### config.mk
export PLATFORM = sky130hd
export DESIGN_NAME = right_shift_seq
export DESIGN_NICKNAME = d
export VERILOG_FILES = /design/src/rtl/right_shift_seq.sv
export SDC_FILE = /design/constraint.sdc
export NUM_CORES = 1
export LEC_CHECK = 0
export CORE_MARGIN = 2
export CORE_UTILIZATION = 40
export DETAILED_ROUTE_END_ITERATION = 8
export PLACE_DENSITY = 0.62
export SYNTH_ARGS = -nofsm -noshare
export SYNTH_HDL_FRONTEND = slang
export SYNTH_SLANG_ARGS = --single-unit
### constraint.sdc
create_clock -name clk -period 2.91 [get_ports clk]
set_input_delay 0.4365 -clock clk [delete_from_list [all_inputs] [get_ports clk]]
set_output_delay 0.4365 -clock clk [all_outputs]
set_load 0.01 [all_outputs]
### src/rtl/right_shift_seq.sv
// Multi-cycle right shifter: one shift-amount bit per cycle, logical or arithmetic fill.
// Fixed latency of clog2(width) cycles between the accept edge and o_valid.
module right_shift_seq #(
    parameter int unsigned width = 8
) (
    input  logic                     clk,
    input  logic                     rst_n,
    input  logic                     i_valid,
    output logic                     i_ready,
    input  logic [width-1:0]         iBits,
    input  logic [$clog2(width)-1:0] shift,
    input  logic                     arith,
    output logic                     o_valid,
    input  logic                     o_ready,
    output logic [width-1:0]         oBits
);

    localparam int unsigned stages = $clog2(width);
    localparam int unsigned kw     = $clog2(stages + 1);

    typedef enum logic [1:0] {StIdle, StShift, StHold} state_e;

    state_e              state_q, state_d;
    logic [width-1:0]    data_q, data_d;
    logic [stages-1:0]   amt_q, amt_d;
    logic                fill_q, fill_d;
    logic [kw-1:0]       k_q, k_d;

    logic                amt_bit;
    int unsigned         step;
    logic [width-1:0]    ones;
    logic [width-1:0]    fill_mask;
    logic [width-1:0]    stage_out;

    // Shifting by step >= width yields zero data and an all-ones mask, i.e. all-fill.
    always_comb begin
        ones      = '1;
        step      = 32'd1 << k_q;
        fill_mask = ~(ones >> step);
        stage_out = (data_q >> step) | (fill_q ? fill_mask : '0);
        amt_bit   = 1'b0;
        for (int j = 0; j < int'(stages); j++) begin
            if (k_q == kw'(j)) amt_bit = amt_q[j];
        end
    end

    always_comb begin
        state_d = state_q;
        data_d  = data_q;
        amt_d   = amt_q;
        fill_d  = fill_q;
        k_d     = k_q;
        unique case (state_q)
            StIdle: begin
                if (i_valid) begin
                    data_d  = iBits;
                    amt_d   = shift;
                    fill_d  = arith & iBits[width-1];
                    k_d     = '0;
                    state_d = StShift;
                end
            end
            StShift: begin
                if (amt_bit) data_d = stage_out;
                k_d = k_q + kw'(1);
                if (k_q == kw'(stages - 1)) state_d = StHold;
            end
            StHold: begin
                if (o_ready) state_d = StIdle;
            end
            default: state_d = StIdle;
        endcase
    end

    always_ff @(posedge clk or negedge rst_n) begin
        if (!rst_n) begin
            state_q <= StIdle;
            data_q  <= '0;
            amt_q   <= '0;
            fill_q  <= 1'b0;
            k_q     <= '0;
        end else begin
            state_q <= state_d;
            data_q  <= data_d;
            amt_q   <= amt_d;
            fill_q  <= fill_d;
            k_q     <= k_d;
        end
    end

    assign i_ready = (state_q == StIdle);
    assign o_valid = (state_q == StHold);
    assign oBits   = data_q;

endmodule

==> results of run 1 <==
[worst paths after layout]
path,endpoint,slack (ps)
min in group asynchronous,amt_q[2],590
max in group asynchronous,oBits[3],1860
worst min-delay path,amt_q[0],530
worst min register to register,amt_q[0],530
worst max-delay path,oBits[4],550
worst max register to register,oBits[4],550
[cells by family (layout without fill, tap and decap cells)]
group	after synthesis	after routing	share of synthesized area [%]
AOI/OAI and AO/OA	30	30	17.84
and+or+nand+nor	37	37	15.77
buffers and inverters	14	36	7.525
muxes	17	17	17.63
adders and majority gates	8	8	8.248
DFF	16	16	32.99
[stage by stage]
| stage | power, mW | hold slack (ps) | utilization (%) |
|---|---|---|---|
| floorplan | 1.400 | 140.9 | - |
| global placement | 1.701 | 503.2 | 50.95 |
| detailed placement | 1.711 | 510.2 | 50.95 |
| CTS | 1.860 | 536.7 | 52.23 |
| global route | 2.004 | 555.1 | 52.23 |
| finish | 1.856 | 533.9 | 52.23 |
[metal layers]
| metal | vias up | GRT usage (%) | part of all wire [%] |
|---|---|---|---|
| met5 | - | 0 | 0 |
| met4 | 0 | 2.273 | 0.21 |
| met3 | 2 | 3.493 | 3.8 |
| met2 | 28 | 30.32 | 49 |
| met1 | 484 | 26.03 | 47 |
| li1 | 482 | - | - |
[Yosys cell counts (all sizes together) (3+ instances only)]
master / count / share of area, %
nor2: 10 / 3.1
ha: 8 / 8.2
mux2i: 9 / 7.4
o21ai: 6 / 2.5
a22o: 3 / 2.2
a31oi: 3 / 1.5
dfrtp: 16 / 33
nor2b: 3 / 1.5
o31ai: 4 / 2.5
nand3: 5 / 2.1
a21oi: 6 / 2.5
buf: 6 / 5.1
inv: 6 / 1.9
nand2: 9 / 2.8
mux2: 6 / 6.5
[registers in the layout (all words and copies together) (netlist names), named ones only]
register	flops
oBits	7
k_q	2
amt_q	3
state_q	2
fill_q	1
[power groups by stage]
stage          Clock (mW)  Sequential [mW]  Combinational, mW
4_1_cts             0.148            0.497               1.21
3_3_place_gp            0            0.494               1.21
3_5_place_dp            0            0.501               1.21
5_1_grt             0.155            0.518               1.33
6_report            0.144            0.497               1.21
2_1_floorplan           0            0.471              0.929
[final cells by class]
cell class / instances / area share [%]
clock buffer: 4 / 2.456
inverter: 6 / 1.524
timing repair buffer: 26 / 17.44
sequential: 16 / 27.10
multi-input combinational: 92 / 48.86
tap: 31 / 2.625
[worst register-to-register path: cells and delay by family (launching register included)]
family,cells,cell delay [ps]
DFF,1,460
AOI/OAI and AO/OA,1,290
adders and majority gates,1,400
buffers and inverters,2,380
and+or+nand+nor,1,380
muxes,1,340
[cells in the final DEF (no fill, tap or decap), types with 4 or more instances in the layout]
cell type,Yosys,layout
ha_1,8,8
nor2_1,10,10
clkdlybuf4s50_1,0,25
inv_1,6,6
dfrtp_1,16,16
nand2_1,9,9
a21oi_1,6,6
nand3_1,5,5
mux2i_1,9,9
o31ai_1,4,4
o21ai_0,6,6
==> results by group, run 1 <==
Outcome
  • Status: finished, final reports clean

Clock network
  • Clock buffer depth: 2
  • H-tree depth: 1
  • Post CTS Setup Buffer Count: 0
  • CTS tree: done
  • Cts bufs inserted: 3
  • Cts repair resizes: 0
  • Clk root buf: clkbuf_4
  • Hold buffers post-CTS: 0
  • Clk sinks: 16
  • CTS clock-pin slew for the worst setup and hold paths: 90 ps
  • Worst-Skew Late Latency: 280 ps

Placed design
  • Placed insts: 171
  • Post-place setup slack: 586.5 ps
  • Routability congestion estimate: 0.9373
  • Placed instance area: 1441 um2
  • Buffers added on ports: 25
  • Dpl hpwl: 2.192 mm

Setup path
  • Reg-to-Reg Start: k_q[0]
  • CP Class: flop to flop
  • Critical path's top delay family: flip-flops
  • Worst EP required: 3080 ps
  • Worst-path fanout max: 10
  • Worst path depth: 6
  • Crit path DAT: 2530 ps
  • Worst Setup End Kind: flop
  • Worst reg2reg path depth: 6
  • CP startpoint kind: flop
  • Crit-path slowest cell: dfrtp_1
  • Crit-path cells: inv_1 -> ha_1 -> inv_1 -> o221ai_4 -> and2_1 -> mux2_4
  • Worst path bufs/invs: 2
  • CP peak stage delay: 460 ps
  • Most frequent CP cell: inv_1
  • CP startpoint: k_q[0]

Timing
  • FMAX: 424.2 MHz
  • Setup TNS: 0 ps
  • Tmin final: 2357 ps
  • Max-slew violations: 0
  • Relative slew margins: 49.92%
  • Setup-failing EPs final: 0
  • Setup ws final: 552.8 ps
  • RSZ-0062 raised after global routing: false
  • Period utilization: 81.01%
  • Final hold viol count: 0
  • Worst slew pin tran: 748.8 ps
  • Skew final: 3.506 ps

Power
  • Pwr dens: 1256 nW/um2
  • Net Sw Power: 0.8302 mW
  • Sw Share: 44.74%
  • Sequential share of power: 26.8%
  • Leak: 0.6531 nW
  • Internal Power: 1.025 mW
  • Maximum vdd drop: 0.6340 mV
  • Combinational power share: 65.5%
  • Share of power burned in the clock network: 7.7%

Yosys
  • Post-synth ARST share: 100.0%
  • Post-synth net total: 146
  • Syn Inst Count: 122
  • Synth Warn #: 0
  • Synthesized area: 1214 um2
  • Post-synthesis sequential area ratio: 32.99%
  • Register bit count reported by yosys: 16
  • Synth Flop Type: dfrtp_1
  • Post-synth EDFFs: 0
  • Post-synthesis cell type count: 34
  • Synth Area per Inst: 9.948 um2

Finish
  • Antenna diodes: 0
  • Nets: 169
  • Layout cells sized above 1: 11.11%
  • Fillers: 271
  • Register area: 400.4 um2
  • Multi-input logic area: 721.9 um2
  • Final Cell Area: 1478 um2
  • Layout Cells excl Fill: 175
  • Synth-to-layout area growth: 21.75%

Worst hold path
  • Hold depth: 1
  • Worst Hold Launch: amt_q[0]
  • Worst hold-check path type: flop to flop

GRT
  • Overflow left after global routing: 0
  • Tot GR Track Use: 18.46%
  • Vias in the first global route: 958
  • Antenna violations before repair: 0
  • First-pass GRT wire length: 4.836 mm
  • Largest net degree at the start of global routing: 17

Floorplan
  • Core Area: 2829 um2
  • Die area: 3491 um2
  • Horiz. Die Dim: 59.09 um
  • Starting Density: 42.90%
  • Row cnt: 19
  • Die Ht: 59.09 um
  • # IOs: 26

Drt
  • Vias per cell: 5.691
  • DRC: 0
  • DR pass1 iterations: 4
  • Post-route ant nets: 0
  • Via count: 996
  • 1st-iter DRT viols: 20
  • Post-Route WL: 2.887 mm
  • Drt wl/cell: 16.50 um

Run
  • Maxcap violations: 0
Power figures use the tool's default switching activity.
==> run 2, diff against run 1 <==
==> constraint.sdc (replaced) <==
create_clock -name clk -period 2.3 [get_ports clk]
set_input_delay 0.345 -clock clk [delete_from_list [all_inputs] [get_ports clk]]
set_output_delay 0.345 -clock clk [all_outputs]
set_load 0.01 [all_outputs]
==> results by group, run 2 (synthesis gave the netlist of run 1 again) <==
GRT
  • Overflow left after global routing: 0 (unchanged)
  • First-pass GRT wire length: 5.112 mm (was 4.836 mm)
  • Largest net degree at the start of global routing: 17 (unchanged)
  • Tot GR Track Use: 19.55% (was 18.46%)
  • Vias in the first global route: 1027 (was 958)
  • Antenna violations before repair: 0 (unchanged)

Placed design
  • Buffers added on ports: 25 (unchanged)
  • Placed insts: 177 (was 171)
  • Routability congestion estimate: 1.014 (was 0.9373)
  • Dpl hpwl: 2.315 mm (was 2.192 mm)
  • Placed instance area: 1486 um2 (was 1441 um2)
  • Post-place setup slack: 154.8 ps (was 586.5 ps)

Timing
  • Setup-failing EPs final: 0 (unchanged)
  • Skew final: 14.15 ps (was 3.506 ps)
  • Worst slew pin tran: 787.0 ps (was 748.8 ps)
  • FMAX: 463.6 MHz (was 424.2 MHz)
  • Setup TNS: 0 ps (unchanged)
  • RSZ-0062 raised after global routing: false (unchanged)
  • Period utilization: 93.78% (was 81.01%)
  • Max-slew violations: 0 (unchanged)
  • Relative slew margins: 47.37% (was 49.92%)
  • Tmin final: 2157 ps (was 2357 ps)
  • Setup ws final: 143.1 ps (was 552.8 ps)
  • Worst hold slack: 500.9 ps (was 533.9 ps)
  • Final hold viol count: 0 (unchanged)

Drt
  • Post-Route WL: 2.987 mm (was 2.887 mm)
  • Drt wl/cell: 16.50 um (about the same)
  • DRC: 0 (unchanged)
  • Via count: 1024 (was 996)
  • Post-route ant nets: 0 (unchanged)
  • Vias per cell: 5.657 (was 5.691)
  • 1st-iter DRT viols: 21 (was 20)
  • DR pass1 iterations: 4 (unchanged)

Clock network
  • Clock buffer depth: 2 (unchanged)
  • Cts bufs inserted: 3 (unchanged)
  • H-tree depth: 1 (unchanged)
  • Hold buffers post-CTS: 0 (unchanged)
  • Clk root buf: clkbuf_4 (unchanged)
  • CTS clock-pin slew for the worst setup and hold paths: 100 ps (was 90 ps)
  • Worst-Skew Late Latency: 290 ps (was 280 ps)
  • Clk sinks: 16 (unchanged)
  • CTS tree: done (unchanged)

Finish
  • Max reg flops: 7 (unchanged)
  • Layout Cells excl Fill: 181 (was 175)
  • Nets: 175 (was 169)
  • Layout cells sized above 1: 15.33% (was 11.11%)
  • Most common cell after layout, fill and taps aside: clkdlybuf4s50_1 (unchanged)
  • Final Cell Area: 1524 um2 (was 1478 um2)
  • Finished Core Util: 53.87% (was 52.23%)
  • Synth-to-layout area growth: 25.57% (was 21.75%)
  • Most frequent cells in the layout: 25 x clkdlybuf4s50_1, 16 x dfrtp_1, 10 x nor2_1 (unchanged)
  • Fillers: 271 (unchanged)
  • Antenna diodes: 0 (unchanged)

Power
  • Pwr dens: 1595 nW/um2 (was 1256 nW/um2)
  • Leak: 0.6840 nW (was 0.6531 nW)
  • Tot Pwr: 2.430 mW (was 1.856 mW)
  • Maximum vdd drop: 0.8459 mV (was 0.6340 mV)

Worst hold path
  • Worst hold-check path type: input pin to asynchronous set/reset pin (was flop to flop)

Floorplan
  • Starting Density: 42.90% (unchanged)
  • Core Area: 2829 um2 (unchanged)
  • Row cnt: 19 (unchanged)
  • Die Ht: 59.09 um (unchanged)
  • # IOs: 26 (unchanged)
  • Horiz. Die Dim: 59.09 um (unchanged)
  • Die area: 3491 um2 (unchanged)

Setup path
  • Crit path DAT: 2330 ps (was 2530 ps)
  • CP Class: flop to flop (unchanged)
  • CP startpoint kind: flop (unchanged)
  • Worst-path fanout max: 9 (was 10)
  • Worst EP required: 2470 ps (was 3080 ps)
  • Worst Setup End Kind: flop (unchanged)

Run
  • Maxcap violations: 0 (unchanged)

Outcome
  • Status: finished, final reports clean (unchanged)
==> run 2: cell types whose count changed in the layout (fill, tap and decap cells not counted) <==
| cell | previous run | this run |
|---|---|---|
| buf_4 | 1 | 7 |
| and2_1 | 1 | 0 |
| and2_2 | 0 | 1 |
==> run 2: repair_timing <==
action | CTS | global route
gates resized for setup | 0 | 1
buffers inserted | 0 | 0
endpoints found under the setup margin | 0 | 1
==> run 2: area by class of cell <==
class	instances	area, um2	area share (%)
Inverter	6	22.52	1.478
Timing Repair Buffer	32	302.8	19.87
Clock buffer	4	36.28	2.381
Multi-Input combinational cell	92	723.2	47.45
Sequential cell	16	400.4	26.27
Tap cell	31	38.79	2.545
==> run 2: metal layers <==
layer | routed length (um) | up-vias | part of all wire [%] | GRT usage [%]
li1 | - | 496 | - | -
met1 | 1397 | 481 | 47 | 26.85
met2 | 1360 | 37 | 46 | 29.68
met3 | 126 | 10 | 4.2 | 4.585
met4 | 102 | 0 | 3.4 | 7.792
met5 | 0 | - | 0 | 0
==> run 2: path summary, 6_finish.rpt <==
path                       startpoint       end  slack (ps)  cells past startpoint
min reg2reg                      flop      flop         530                      1
max in group asynchronous       rst_n  oBits[4]        1290                      1
max reg2reg                    k_q[1]  oBits[4]         140                      6
min                             rst_n    fill_q         500                      1
max                            k_q[1]  oBits[4]         140                      6
min in group clk                 flop      flop         530                      1
==> run 2: worst max-delay path: stages (launching register included) <==
cell     delay, ps
dfrtp_1        470
inv_1          160
ha_1           410
mux4_2         380
mux2i_1        230
a21oi_1        100
mux2_4         270
==> run 2: power breakdown <==
group,internal (mW),total (mW),leakage [nW],switching (mW)
logic,0.831,1.63,0.468,0.802
clock network,0.0964,0.186,0.0210,0.0892
registers,0.429,0.612,0.195,0.182
==> run 3, diff against run 2 <==
--- a/config.mk
+++ b/config.mk
@@ -6,9 +6,10 @@
 export NUM_CORES = 1
 export LEC_CHECK = 0
 export CORE_MARGIN = 2
-export CORE_UTILIZATION = 40
+export CORE_UTILIZATION = 34
 export DETAILED_ROUTE_END_ITERATION = 8
-export PLACE_DENSITY = 0.62
+export PLACE_DENSITY = 0.54
+export SLEW_MARGIN = 10
 export SYNTH_ARGS = -nofsm -noshare
 export SYNTH_HDL_FRONTEND = slang
 export SYNTH_SLANG_ARGS = --single-unit
==> results by group, run 3 (synthesis gave the netlist of run 1 again) <==
Outcome
  • Status: finished, final reports clean (unchanged)

Run
  • Maxcap violations: 0 (unchanged)

Setup path
  • Worst-path fanout max: 10 (was 9)
  • Worst Setup End Kind: flop (unchanged)
  • Worst reg2reg path depth: 6 (unchanged)
  • CP startpoint: k_q[0] (was k_q[1])
  • CP Class: flop to flop (unchanged)
  • Crit path DAT: 2290 ps (was 2330 ps)
  • Worst EP required: 2470 ps (about the same)
  • Flop2flop setup slack: 180 ps (was 140 ps)
  • Reg-to-Reg Start: k_q[0] (was k_q[1])
  • R2R Path End: oBits[4] (unchanged)
  • CP startpoint kind: flop (unchanged)

Clock network
  • Post CTS Setup Buffer Count: 0 (unchanged)
  • Cts repair resizes: 0 (unchanged)
  • CTS tree: done (unchanged)
  • Clk root buf: clkbuf_4 (unchanged)
  • Clk sinks: 16 (unchanged)
  • Cts bufs inserted: 3 (unchanged)
  • H-tree depth: 1 (unchanged)
  • Hold buffers post-CTS: 0 (unchanged)
  • CTS clock-pin slew for the worst setup and hold paths: 100 ps (about the same)
  • Worst-Skew Late Latency: 290 ps (about the same)
  • Clock buffer depth: 2 (unchanged)

Power
  • Pwr dens: 1563 nW/um2 (was 1595 nW/um2)
  • Maximum vdd drop: 0.6646 mV (was 0.8459 mV)
  • Leak: 0.6747 nW (was 0.6840 nW)

GRT
  • Antenna violations before repair: 0 (unchanged)
  • Largest net degree at the start of global routing: 17 (unchanged)
  • Tot GR Track Use: 15.61% (was 19.55%)
  • First-pass GRT wire length: 4.912 mm (was 5.112 mm)
  • Vias in the first global route: 984 (was 1027)
  • Overflow left after global routing: 0 (unchanged)

Timing
  • FMAX: 471.4 MHz (was 463.6 MHz)
  • Final hold viol count: 0 (unchanged)
  • Setup ws final: 178.6 ps (was 143.1 ps)
  • Setup-failing EPs final: 0 (unchanged)
  • Tmin final: 2121 ps (was 2157 ps)
  • Max-slew violations: 0 (unchanged)
  • RSZ-0062 raised after global routing: false (unchanged)
  • Period utilization: 92.23% (was 93.78%)
  • Worst slew pin tran: 756.7 ps (was 787.0 ps)
  • Relative slew margins: 49.40% (was 47.37%)
  • Worst hold slack: 491.9 ps (was 500.9 ps)
  • Setup TNS: 0 ps (unchanged)
  • Skew final: 9.406 ps (was 14.15 ps)

Finish
  • Most frequent cells in the layout: 25 x clkdlybuf4s50_1, 16 x dfrtp_1, 10 x nor2_1 (unchanged)
  • Register area: 400.4 um2 (unchanged)
  • Most common cell after layout, fill and taps aside: clkdlybuf4s50_1 (unchanged)
  • Max reg flops: 7 (unchanged)
  • Multi-input logic area: 721.9 um2 (was 723.2 um2)
  • Layout cells sized above 1: 14.09% (was 15.33%)
  • Final Cell Area: 1528 um2 (was 1524 um2)
  • Synth-to-layout area growth: 25.88% (was 25.57%)
  • Fillers: 326 (was 271)
  • Antenna diodes: 0 (unchanged)
  • Finished Core Util: 45.07% (was 53.87%)
  • Nets: 175 (unchanged)

Drt
  • Drt wl/cell: 15.08 um (was 16.50 um)
  • DR pass1 iterations: 4 (unchanged)
  • Vias per cell: 5.333 (was 5.657)
  • Via count: 1040 (was 1024)
  • Post-route ant nets: 0 (unchanged)
  • Post-Route WL: 2.940 mm (was 2.987 mm)
  • DRC: 0 (unchanged)
  • 1st-iter DRT viols: 69 (was 21)

Floorplan
  • # IOs: 26 (unchanged)
  • Horiz. Die Dim: 63.75 um (was 59.09 um)
  • Starting Density: 35.81% (was 42.90%)
  • Core Area: 3390 um2 (was 2829 um2)
  • Die area: 4063 um2 (was 3491 um2)
  • Row cnt: 21 (was 19)
  • Die Ht: 63.75 um (was 59.09 um)

Worst hold path
  • Worst hold-check path type: input pin to asynchronous set/reset pin (unchanged)

Placed design
  • Routability congestion estimate: 0.9829 (was 1.014)
  • Buffers added on ports: 25 (unchanged)
  • Post-place setup slack: 198.2 ps (was 154.8 ps)
  • Placed instance area: 1505 um2 (was 1486 um2)
  • Dpl hpwl: 2.288 mm (was 2.315 mm)
[run 3: layout make-up]
| cell class | count | area share [%] |
|---|---|---|
| inverter | 6 | 1.474 |
| timing repair buffer | 32 | 19.82 |
| multi-input combinational | 92 | 47.26 |
| sequential | 16 | 26.21 |
| clock buffer | 3 | 1.474 |
| tap | 46 | 3.767 |
[run 3: power by group]
group          internal, mW  leakage, nW  switching (mW)
sequential            0.430        0.195           0.175
combinational         0.842        0.466           0.793
clock                0.0609       0.0138          0.0884
[run 3: worst max-delay path by stage]
stage                          end  slack (ps)  cells after the start
after floorplan           oBits[4]         320                      8
after global placement    oBits[4]         290                      6
after detailed placement  oBits[4]         200                      6
after CTS                 oBits[4]         160                      6
after global routing      oBits[4]          70                      6
final                     oBits[4]         180                      6
[run 3: metrics by stage]
step                cells  power (mW)
floorplan             122       1.772
global placement      192       2.248
global route          195       2.602
CTS                   195       2.402
finish                195       2.388
detailed placement    192       2.238
[run 3: layer usage]
| layer | global-route usage, % | routed length, um |
|---|---|---|
| met1 | 21.15 | 1306 |
| met5 | 0 | 0 |
| met2 | 26.05 | 1429 |
| met3 | 3.873 | 204 |
| met4 | 1.630 | 0 |
[run 3: critical path: stages (launching register included)]
cell      delay (ps)
dfrtp_1          380
inv_1            130
ha_1             410
inv_1            220
o221ai_4         240
and2_1           300
mux2_4           320
